===== src/rtl/udp_line_scheduler.sv =====
// Round-robin launcher for the shared UDP transmit path between the two camera line sources.
// Follows each packet through the sender busy window, aborts stalled packets and spaces launches.
module udp_line_scheduler #(
    parameter int         GAP           = 64,
    parameter int         START_TIMEOUT = 256,
    parameter int         DONE_TIMEOUT  = 65535,
    parameter logic [4:0] CAM1_ID       = 5'd1,
    parameter logic [4:0] CAM2_ID       = 5'd2
) (
    input  logic        clk,
    input  logic        rstn,
    input  logic        enable,
    input  logic [1:0]  req,
    input  logic [10:0] row1,
    input  logic [10:0] row2,
    output logic [1:0]  grant,
    output logic        udp_trig,
    output logic [15:0] udp_index,
    input  logic        udp_busy,
    output logic        timeout_err,
    output logic [15:0] pkt_cnt
);
    localparam int GAP_N = (GAP < 1) ? 1 : GAP;
    localparam int ST_N  = (START_TIMEOUT < 1) ? 1 : START_TIMEOUT;
    localparam int DT_N  = (DONE_TIMEOUT < 1) ? 1 : DONE_TIMEOUT;
    localparam int MAX_A = (GAP_N > ST_N) ? GAP_N : ST_N;
    localparam int MAX_N = (MAX_A > DT_N) ? MAX_A : DT_N;
    localparam int CW    = (MAX_N < 2) ? 1 : $clog2(MAX_N);

    localparam logic [CW-1:0] GAP_LAST = CW'(GAP_N - 1);
    localparam logic [CW-1:0] ST_LAST  = CW'(ST_N - 1);
    localparam logic [CW-1:0] DT_LAST  = CW'(DT_N - 1);

    typedef enum logic [1:0] {
        S_IDLE,
        S_WAIT_START,
        S_WAIT_DONE,
        S_GAP
    } state_t;

    state_t          r_state;
    logic [CW-1:0]   r_cnt;
    logic [1:0]      r_grant;
    logic            r_trig;
    logic [15:0]     r_index;
    logic            r_ptr;
    logic            r_err;
    logic [15:0]     r_pkt_cnt;

    state_t          w_nxt_state;
    logic [CW-1:0]   w_nxt_cnt;
    logic            w_launch;
    logic            w_err;
    logic            w_done;
    logic            w_win2;

    // r_ptr=0 prefers cam1; a lone requester wins regardless of the pointer.
    assign w_win2 = req[1] & (~req[0] | r_ptr);

    always_comb begin
        w_nxt_state = r_state;
        w_nxt_cnt   = r_cnt;
        w_launch    = 1'b0;
        w_err       = 1'b0;
        w_done      = 1'b0;
        case (r_state)
            S_IDLE: begin
                if (enable && (|req)) begin
                    w_launch    = 1'b1;
                    w_nxt_cnt   = '0;
                    w_nxt_state = S_WAIT_START;
                end
            end
            S_WAIT_START: begin
                if (udp_busy) begin
                    w_nxt_cnt   = '0;
                    w_nxt_state = S_WAIT_DONE;
                end else if (r_cnt == ST_LAST) begin
                    w_err       = 1'b1;
                    w_nxt_cnt   = '0;
                    w_nxt_state = S_GAP;
                end else begin
                    w_nxt_cnt   = r_cnt + 1'b1;
                end
            end
            S_WAIT_DONE: begin
                if (!udp_busy) begin
                    w_done      = 1'b1;
                    w_nxt_cnt   = '0;
                    w_nxt_state = S_GAP;
                end else if (r_cnt == DT_LAST) begin
                    w_err       = 1'b1;
                    w_nxt_cnt   = '0;
                    w_nxt_state = S_GAP;
                end else begin
                    w_nxt_cnt   = r_cnt + 1'b1;
                end
            end
            S_GAP: begin
                if (r_cnt == GAP_LAST) begin
                    w_nxt_cnt   = '0;
                    w_nxt_state = S_IDLE;
                end else begin
                    w_nxt_cnt   = r_cnt + 1'b1;
                end
            end
            default: begin
                w_nxt_cnt   = '0;
                w_nxt_state = S_IDLE;
            end
        endcase
    end

    always_ff @(posedge clk or negedge rstn) begin
        if (!rstn) begin
            r_state   <= S_IDLE;
            r_cnt     <= '0;
            r_grant   <= 2'b00;
            r_trig    <= 1'b0;
            r_index   <= 16'd0;
            r_ptr     <= 1'b0;
            r_err     <= 1'b0;
            r_pkt_cnt <= 16'd0;
        end else begin
            r_state <= w_nxt_state;
            r_cnt   <= w_nxt_cnt;
            r_trig  <= w_launch;
            r_err   <= w_err;
            r_grant <= w_launch ? (w_win2 ? 2'b10 : 2'b01) : 2'b00;
            // Rows are captured only here; the index then holds until the next launch.
            if (w_launch) begin
                r_index <= w_win2 ? {CAM2_ID, row2} : {CAM1_ID, row1};
                r_ptr   <= ~w_win2;
            end
            if (w_done)
                r_pkt_cnt <= r_pkt_cnt + 16'd1;
        end
    end

    assign grant       = r_grant;
    assign udp_trig    = r_trig;
    assign udp_index   = r_index;
    assign timeout_err = r_err;
    assign pkt_cnt     = r_pkt_cnt;
endmodule


===== config.mk =====
export PLATFORM = sky130hd
export DESIGN_NAME = udp_line_scheduler
export DESIGN_NICKNAME = d
export VERILOG_FILES = /design/src/rtl/udp_line_scheduler.sv
export SDC_FILE = /design/constraint.sdc
export NUM_CORES = 1
export LEC_CHECK = 0
export ABC_AREA = 1
export BUFFER_PORTS_ARGS = -buffer_cell sky130_fd_sc_hd__buf_2
export CORE_MARGIN = 5
export CORE_UTILIZATION = 59
export DETAILED_ROUTE_END_ITERATION = 10
export PLACE_DENSITY = 0.89
export SLEW_MARGIN = 20
export SYNTH_ARGS = -nofsm -noshare
export SYNTH_HDL_FRONTEND = slang
export SYNTH_SLANG_ARGS = --single-unit

===== constraint.sdc =====
create_clock -name clk -period 4.6 [get_ports clk]
set_input_delay 1.15 -clock clk [delete_from_list [all_inputs] [get_ports clk]]
set_output_delay 1.15 -clock clk [all_outputs]
set_load 0.01 [all_outputs]

* After elaboration in Yosys (flattened, before gate mapping)
Index checks and enable logic that the tools add are counted.
Word-level totals: logic and storage cells 54, register bits 55, output and inout bits 36, bits of input ports 28
Operators by class: bitwise operators 4, add/subtract/negate cells 2, eq/ne operators 10, reduce and logical (&&, ||, !) cells 4, mux-type cells 26
Operators by type and width (count):
- $mux 16 | 6
- $pmux 16 s4 | 1
- $add 16x1->16 const B | 2
- $eq 16x16->1 const B | 1
- $eq 16x6->1 const B | 1
- $eq 16x8->1 const B | 1
- $mux 2 | 8
- $mux 13 | 1
- $mux 1 | 8
- $pmux 2 s4 | 1
- $ne 3x3->1 const B | 2
- $eq 2x2->1 const B | 2
- $ne 2x2->1 const B | 2
- $reduce_and 4->1 | 1
- $eq 2x1->1 const B | 1
- $logic_not 2->1 | 1
- $not 1->1 | 2
- $pmux 1 s2 | 1
- $reduce_or 2->1 | 1
- $and 1x1->1 | 1
- $logic_and 1x1->1 | 1
- $or 1x1->1 | 1

* Longest topological paths before layout
Gate-level depths: netlist of the first run.
word-level depth 5, gate-level depth with buffers 11

* Worst setup path before layout of the first run
OpenSTA, ideal clock, no wires.
path type input port to flip-flop, start point input port udp_busy, end point register r_pkt_cnt[10], in the netlist pkt_cnt[10], data required time 4.482 ns, arrival 1.963 ns, buffers on the path 0, cell stages on the path 7, setup slack 2.518 ns, cell sequence nor2_4 > nand2_2 > nor3_4 > nand2_1 > nor2_1 > xnor2_1 > inv_1
On the way: cells in the longest elaborated chain, start to end 2
RTL lines:
- start, declared | line 19 | input logic udp_busy,
- $mux 1 | line 87 | if (!udp_busy) begin
- $mux 1 | line 66 | case (r_state)
- end signal, assigned | line 136 | r_pkt_cnt <= r_pkt_cnt + 16'd1;
- end, declared | line 48 | logic [15:0] r_pkt_cnt;
No other way between the ends. A chain may end at the register's enable or synchronous reset.

* Worst setup path after layout of the first run
start point input port req[1], end point register r_cnt[13]
On the way: cells in the longest elaborated chain, start to end 3
RTL lines:
- start, declared | line 13 | input logic [1:0] req,
- $reduce_or 2->1 | line 68 | if (enable && (|req)) begin
- $logic_and 1x1->1 | line 68
- $ne 2x2->1 (no line)
- end signal, assigned | line 126 | r_cnt <= w_nxt_cnt;
- end, declared | line 42 | logic [CW-1:0] r_cnt;
No other way between the ends.

==> results.py, run 1 <==
metrics = {
    "timing": {
        "fmax_mhz": 390,
        "setup_viol": 0,
        "rsz0062_at_grt": "no",
        "finalWorstSetupSlack_ns": 2.04,
        "period_share_pct": 55.7,
        "drv_slew": 0,
        "slew_headroom_pct": 38.2,
        "worst_pin_slew_ns": 0.925,
        "setup_tns_ns": 0,
        "min_period_ns": 2.56,
        "fin_skew_ns": 0.00833,
        "timing.hold.ws_ns": 0.492,
        "hold_viol": 0,
    },
    "worst_setup_path": {
        "cpPeakStageDelay_ns": 0.70,
        "critPathTopFamily": "simple AND/OR/NAND/NOR gates",
        "cp-startpoint": "req[1]",
        "cp-start-kind": "primary input",
        "critPathMaxFanout": 22,
        "cpMostUsedCell": "nand2_1",
        "slowest_stage": "nand2_1",
        "required_ns": 4.77,
        "path_cells": "buf_2 > o21ai_0 > nand2_1 > nand2_1 > nor2_1 > nand4_1 > nand2_1 > a21oi_2",
        "worst-path-buf-inv": 1,
        "setup.worst_path.class": "in2reg",
        "timing.rr.start": "r_state[0]",
        "arrival_ns": 2.73,
        "endpoint_kind": "flop",
    },
    "pwr": {
        "ir_worst_vdd_v": 0.000423,
        "power_frac_seq_pct": 41.9,
        "internal-power_mw": 0.906,
        "pwr-share-comb_pct": 37.1,
        "power_frac_clock_pct": 21.1,
        "power_switching_mw": 0.602,
        "total_leakage_power_nw": 1.72,
        "power.density_nw_per_um2": 447,
        "switching_share_pct": 39.9,
        "p_total_mw": 1.51,
    },
    "yosys": {
        "yosysMostFrequentCell": "nand2_1",
        "synthesis.area_sq_um": 2940,
        "ys_types": 34,
        "seq_area_frac_synth_pct": 43.4,
        "synth_commonest_cells": "nand2_1 (113), dfrtp_1 (51), inv_1 (39)",
        "synth_seq_cells": 51,
        "ys_async_sr_fraction_pct": 100,
        "synth-edff-count": 0,
        "yosys_warnings": 0,
        "syn_inst": 368,
        "syn_avg_cell_area_sq_um": 7.99,
        "synth_top_flop_cell": "dfrtp_1",
        "synth_top_area_share_pct": 43.4,
        "ys_top_cells_by_area": "dfrtp_1 (43%), nand2_1 (14%), inv_1 (5.0%), nor2_1 (4.7%), nand3_1 (4.6%)",
        "yosys.area.top_type": "dfrtp_1",
    },
    "die": {
        "die_w_um": 80.6,
        "pin_count": 64,
        "core_area_sq_um": 4790,
        "placementRows": 25,
        "die_y_um": 80.6,
        "die-area_sq_um": 6490,
        "start_util_pct": 61.4,
    },
    "layout": {
        "diodes": 0,
        "fill_cells": 378,
        "design_area_sq_um": 3370,
        "drive_above_1_share_pct": 22.4,
        "final_cells": 495,
        "nets": 463,
        "final_util_pct": 70.4,
        "syn_to_final_growth_pct": 14.7,
    },
    "clock_tree": {
        "cts-resized-gates": 0,
        "htreeDepth": 2,
        "ctsRootBufferMaster": "clkbuf_8",
        "cts_setup_buffers": 0,
        "cts_made_buffers": 5,
        "worst_skew_pair.late_latency_ns": 0.31,
        "hold_buffers": 0,
        "cts.clk_slew.worst_paths_ns": 0.09,
        "cts_tree": "built",
        "clockBufferDepth": 2,
        "cts.sinks": 51,
    },
    "drt": {
        "ant_nets": 0,
        "routed_wl_mm": 6.59,
        "drc": 0,
        "dr.pass1.iters": 4,
        "drt_iter0_markers": 206,
        "viasPerCell": 5.19,
        "vias": 2568,
        "wl_per_cell_um": 13.3,
    },
    "placement": {
        "dp.cells": 487,
        "gp_congestion": 0.827,
        "dpl.hpwl_mm": 4.89,
        "dp_slack_ns": 1.73,
        "place_area_sq_um": 3250,
        "port_buffers": 60,
    },
    "hold_path": {
        "min_from": "udp_index[12]",
        "hp-class": "reg2reg",
    },
    "grt": {
        "antenna_found_initial": 0,
        "grt-ovfl-total": 0,
        "grt_max_degree": 52,
        "gr-usage-all-layers_pct": 21.5,
        "grt_pass1_wl_mm": 10.9,
        "grt_pass1_vias": 2554,
    },
    "flow_run": {
        "maxCapViolCount": 0,
    },
    "status": {
        "outcome": "finished clean",
    },
}
power groups by stage:
stage	Combinational [mW]	Clock, mW	Sequential (mW)
2_1_floorplan	0.370	0	0.668
6_report	0.559	0.318	0.631
4_1_cts	0.562	0.325	0.630
3_3_place_gp	0.541	0	0.634
5_1_grt	0.630	0.344	0.645
3_5_place_dp	0.557	0	0.638
final timing paths:
check,to,slack [ns],cells after the start
max,r_cnt[13],2.04,8
min,udp_index[12],0.49,2
max reg2reg,r_cnt[13],2.37,8
min reg2reg,udp_index[12],0.49,2
max in group asynchronous,udp_index[5],3.33,1
min in group asynchronous,pkt_cnt[8],0.85,1
layout by cell type, fill, tap and decap left out:
cell type,n
a21oi_1,2
nand2_2,5
nand2_4,2
dfrtp_1,51
conb_1,3
nand4_1,7
nor2_2,2
nor2_8,1
ha_1,8
clkbuf_8,5
nor2_1,37
nor3_4,1
o21ai_4,1
nand3b_1,2
o211ai_1,1
clkinvlp_4,1
xor2_1,13
xnor2_1,6
nand3_4,1
buf_4,1
buf_2,59
o22ai_1,1
a21boi_0,1
a21oi_2,10
bufinv_16,1
o21ai_1,2
inv_6,1
and2_1,1
o21bai_1,1
inv_2,1
nor3_1,6
nand2_1,113
nor2_4,3
nand3_1,27
nand3_2,1
o21ai_0,11
inv_1,39
state kept, by name (all words and copies together) (netlist names):
| signal | count |
|---|---|
| pkt_cnt | 16 |
| grant | 2 |
| udp_trig | 1 |
| r_state | 2 |
| r_cnt | 16 |
| udp_index | 13 |
| timeout_err | 1 |
routing by layer:
layer | part of all wire (%) | GRT usage, % | up-vias
li1 | - | - | 1268
met5 | 0 | 0 | -
met4 | 3.1 | 10.3 | 0
met2 | 52 | 37.4 | 75
met1 | 41 | 25.6 | 1203
met3 | 4.1 | 3.36 | 22
area by class of cell:
class / count / area [sq um] / share of cell area (%)
clock inverter: 3 / 46.3 / 1.37
sequential: 51 / 1280 / 37.9
clock buffer: 5 / 68.8 / 2.04
multi-input combinational: 269 / 1440 / 42.8
tap: 67 / 83.8 / 2.49
timing repair buffer: 60 / 303 / 8.98
inverter: 40 / 150 / 4.45
worst min-delay path: stages, from the launching register on:
cell and delay, ns:
dfrtp_1 0.35, nand2_1 0.05, nand2_1 0.06
cell families (layout without fill, tap and decap cells):
kind of cell	after synthesis	after routing	synth area share, %
flip-flops	51	51	43.4
AND/OR/NAND/NOR	209	209	32.6
adder cells (fa/ha/maj)	8	8	3.41
other	1	3	0.128
XOR/XNOR	19	19	5.66
buffers and inverters	50	108	7.75
AO/OA/AOI/OAI	30	30	7.07
Power figures use the tool's default switching activity.
==> run 2, diff against run 1 <==
Settings changed: CORE_UTILIZATION 59 to 49, PLACE_DENSITY 0.89 to 0.79.
Clock period 4.6 ns to 2.1 ns, I/O delays scaled along.
==> run 2 against run 1 <==
Global-route usage fell by 3.4 points. Largest power group unchanged. Utilization shrank 12 points. Final area up 1.8%. Via count is 0.19% lower. Power is 120% higher. Non-clock buffer count rose by 5. Clock power up 130%. Critical path depth increased by 2. Sequential share of layout area shrank 0.68 points. Highest routed layer unchanged. Count of clock-buffer cells in the layout unchanged.
==> results.py, run 2 (synthesis results as in run 1) <==
metrics = {
    "clock_tree": {
        "cts_tree": "built",
        "worst_skew_pair.late_latency_ns": 0.31,
        "cts.sinks": 51,
        "clockBufferDepth": 2,
        "cts_made_buffers": 5,
        "ctsRootBufferMaster": "clkbuf_8",
        "htreeDepth": 2,
        "cts.clk_slew.worst_paths_ns": 0.10,
        "cts-resized-gates": 0,
    },
    "drt": {
        "wl_per_cell_um": 13.0,
        "viasPerCell": 5.05,
        "vias": 2563,
        "ant_nets": 0,
        "routed_wl_mm": 6.60,
        "drc": 0,
        "dr.pass1.iters": 4,
        "drt_iter0_markers": 121,
    },
    "pwr": {
        "power_switching_mw": 1.34,
        "power_frac_clock_pct": 21.3,
        "total_leakage_power_nw": 1.75,
        "pwr-share-comb_pct": 37.4,
        "ir_worst_vdd_v": 0.000505,
        "p_total_mw": 3.36,
        "internal-power_mw": 2.02,
        "power_frac_seq_pct": 41.2,
        "switching_share_pct": 39.9,
        "power.density_nw_per_um2": 980,
    },
    "timing": {
        "period_share_pct": 88.3,
        "drv_slew": 0,
        "fmax_mhz": 539,
        "rsz0062_at_grt": "no",
        "hold_viol": 0,
        "fin_skew_ns": 0.00638,
        "setup_viol": 0,
        "min_period_ns": 1.85,
        "setup_tns_ns": 0,
    },
    "worst_setup_path": {
        "cpPeakStageDelay_ns": 0.43,
        "critPathMaxFanout": 9,
        "required_ns": 2.32,
        "cp-start-kind": "flop",
        "cpMostUsedCell": "inv_1",
        "setup.worst_path.class": "reg2reg",
        "slowest_stage": "dfrtp_1",
        "reg2regPathDepth": 10,
        "endpoint_kind": "flop",
        "path_cells": "inv_1 > ha_1 > inv_1 > nor2_4 > nand2_2 > nor3_4 > nand2_1 > nor2_1 > xnor2_1 > inv_1",
        "worst-path-buf-inv": 3,
        "cp-startpoint": "r_state[0]",
        "arrival_ns": 2.07,
        "crit_cells": 10,
        "timing.rr.start": "r_state[0]",
        "critPathTopFamily": "simple AND/OR/NAND/NOR gates",
    },
    "layout": {
        "nets": 468,
        "drive_above_1_share_pct": 23.1,
        "diodes": 0,
        "layout_common_cells": "nand2_1 (113), buf_2 (60), dfrtp_1 (51), inv_1 (39), nor2_1 (37)",
        "syn_to_final_growth_pct": 16.8,
        "final_common_cell": "nand2_1",
    },
    "hold_path": {
        "hp-class": "in2reg",
        "min_from": "row2[1]",
        "min_path_cells": 3,
    },
    "status": {
        "outcome": "finished clean",
    },
    "die": {
        "die_y_um": 87.4,
        "die-area_sq_um": 7650,
        "core_area_sq_um": 5890,
        "placementRows": 28,
        "die_w_um": 87.4,
        "pin_count": 64,
        "start_util_pct": 49.9,
    },
    "placement": {
        "gp_congestion": 0.908,
        "port_buffers": 60,
        "dpl.hpwl_mm": 4.97,
    },
    "flow_run": {
        "maxCapViolCount": 0,
    },
    "grt": {
        "grt_pass1_wl_mm": 11.0,
        "gr-usage-all-layers_pct": 18.1,
        "grt_pass1_vias": 2504,
        "antenna_found_initial": 0,
        "grt_max_degree": 51,
        "grt-ovfl-total": 0,
    },
}
## run 2: what timing repair did
action,in CTS,in global routing
hold buffers,1,0
setup buffers,0,0
hold endpoints to repair,1,0
## run 2: final cells by class
class	instances	area [sq um]
Tap cell	75	93.8
Clock buffer	5	68.8
Fill cell	531	2450
Timing Repair Buffer	65	353
Clock inverter	3	47.5
Multi-Input combinational cell	269	1440
Sequential cell	51	1280
Inverter	40	150
## run 2: routing by layer
| layer | up-vias | GRT usage [%] | part of all wire [%] |
|---|---|---|---|
| met5 | - | 0 | 0 |
| met4 | 0 | 7.25 | 1.9 |
| met3 | 13 | 2.93 | 4.8 |
| met2 | 67 | 31.3 | 50 |
| met1 | 1210 | 22.4 | 43 |
| li1 | 1273 | - | - |
## run 2: final timing paths
path,to,slack (ns)
setup / recovery,pkt_cnt[10],0.25
hold / removal,udp_index[1],0.41
setup reg to reg,pkt_cnt[10],0.25
hold reg to reg,udp_index[5],0.50
max in group asynchronous,pkt_cnt[2],1.12
min in group asynchronous,pkt_cnt[15],0.52
## run 2: through the flow
stage	util, %	cell area, sq um	cells	hold WS (ns)	setup WS [ns]
floorplan	-	2950	370	0.229	0.437
global placement	56.2	3310	499	0.324	0.317
detailed placement	56.2	3310	499	0.325	0.248
CTS	58.3	3430	508	0.404	0.239
global route	58.3	3430	508	0.405	0.0437
finish	58.3	3430	508	0.411	0.245
## run 2: power by group through the flow
stage               Clock (mW)  Combinational [mW]  Sequential [mW]
finish                   0.718                1.26             1.39
global route             0.771                1.41             1.42
CTS                      0.737                1.28             1.39
detailed placement           0                1.27             1.41
global placement             0                1.23             1.40
floorplan                    0               0.810             1.46
## run 2: worst reg2reg max path, delay by kind of cell, from the launching register on
family | cells | cell delay [ns]
fa+ha+maj | 1 | 0.19
flops | 1 | 0.43
buf+inv | 3 | 0.27
xor+xnor | 1 | 0.13
simple gates | 5 | 0.75
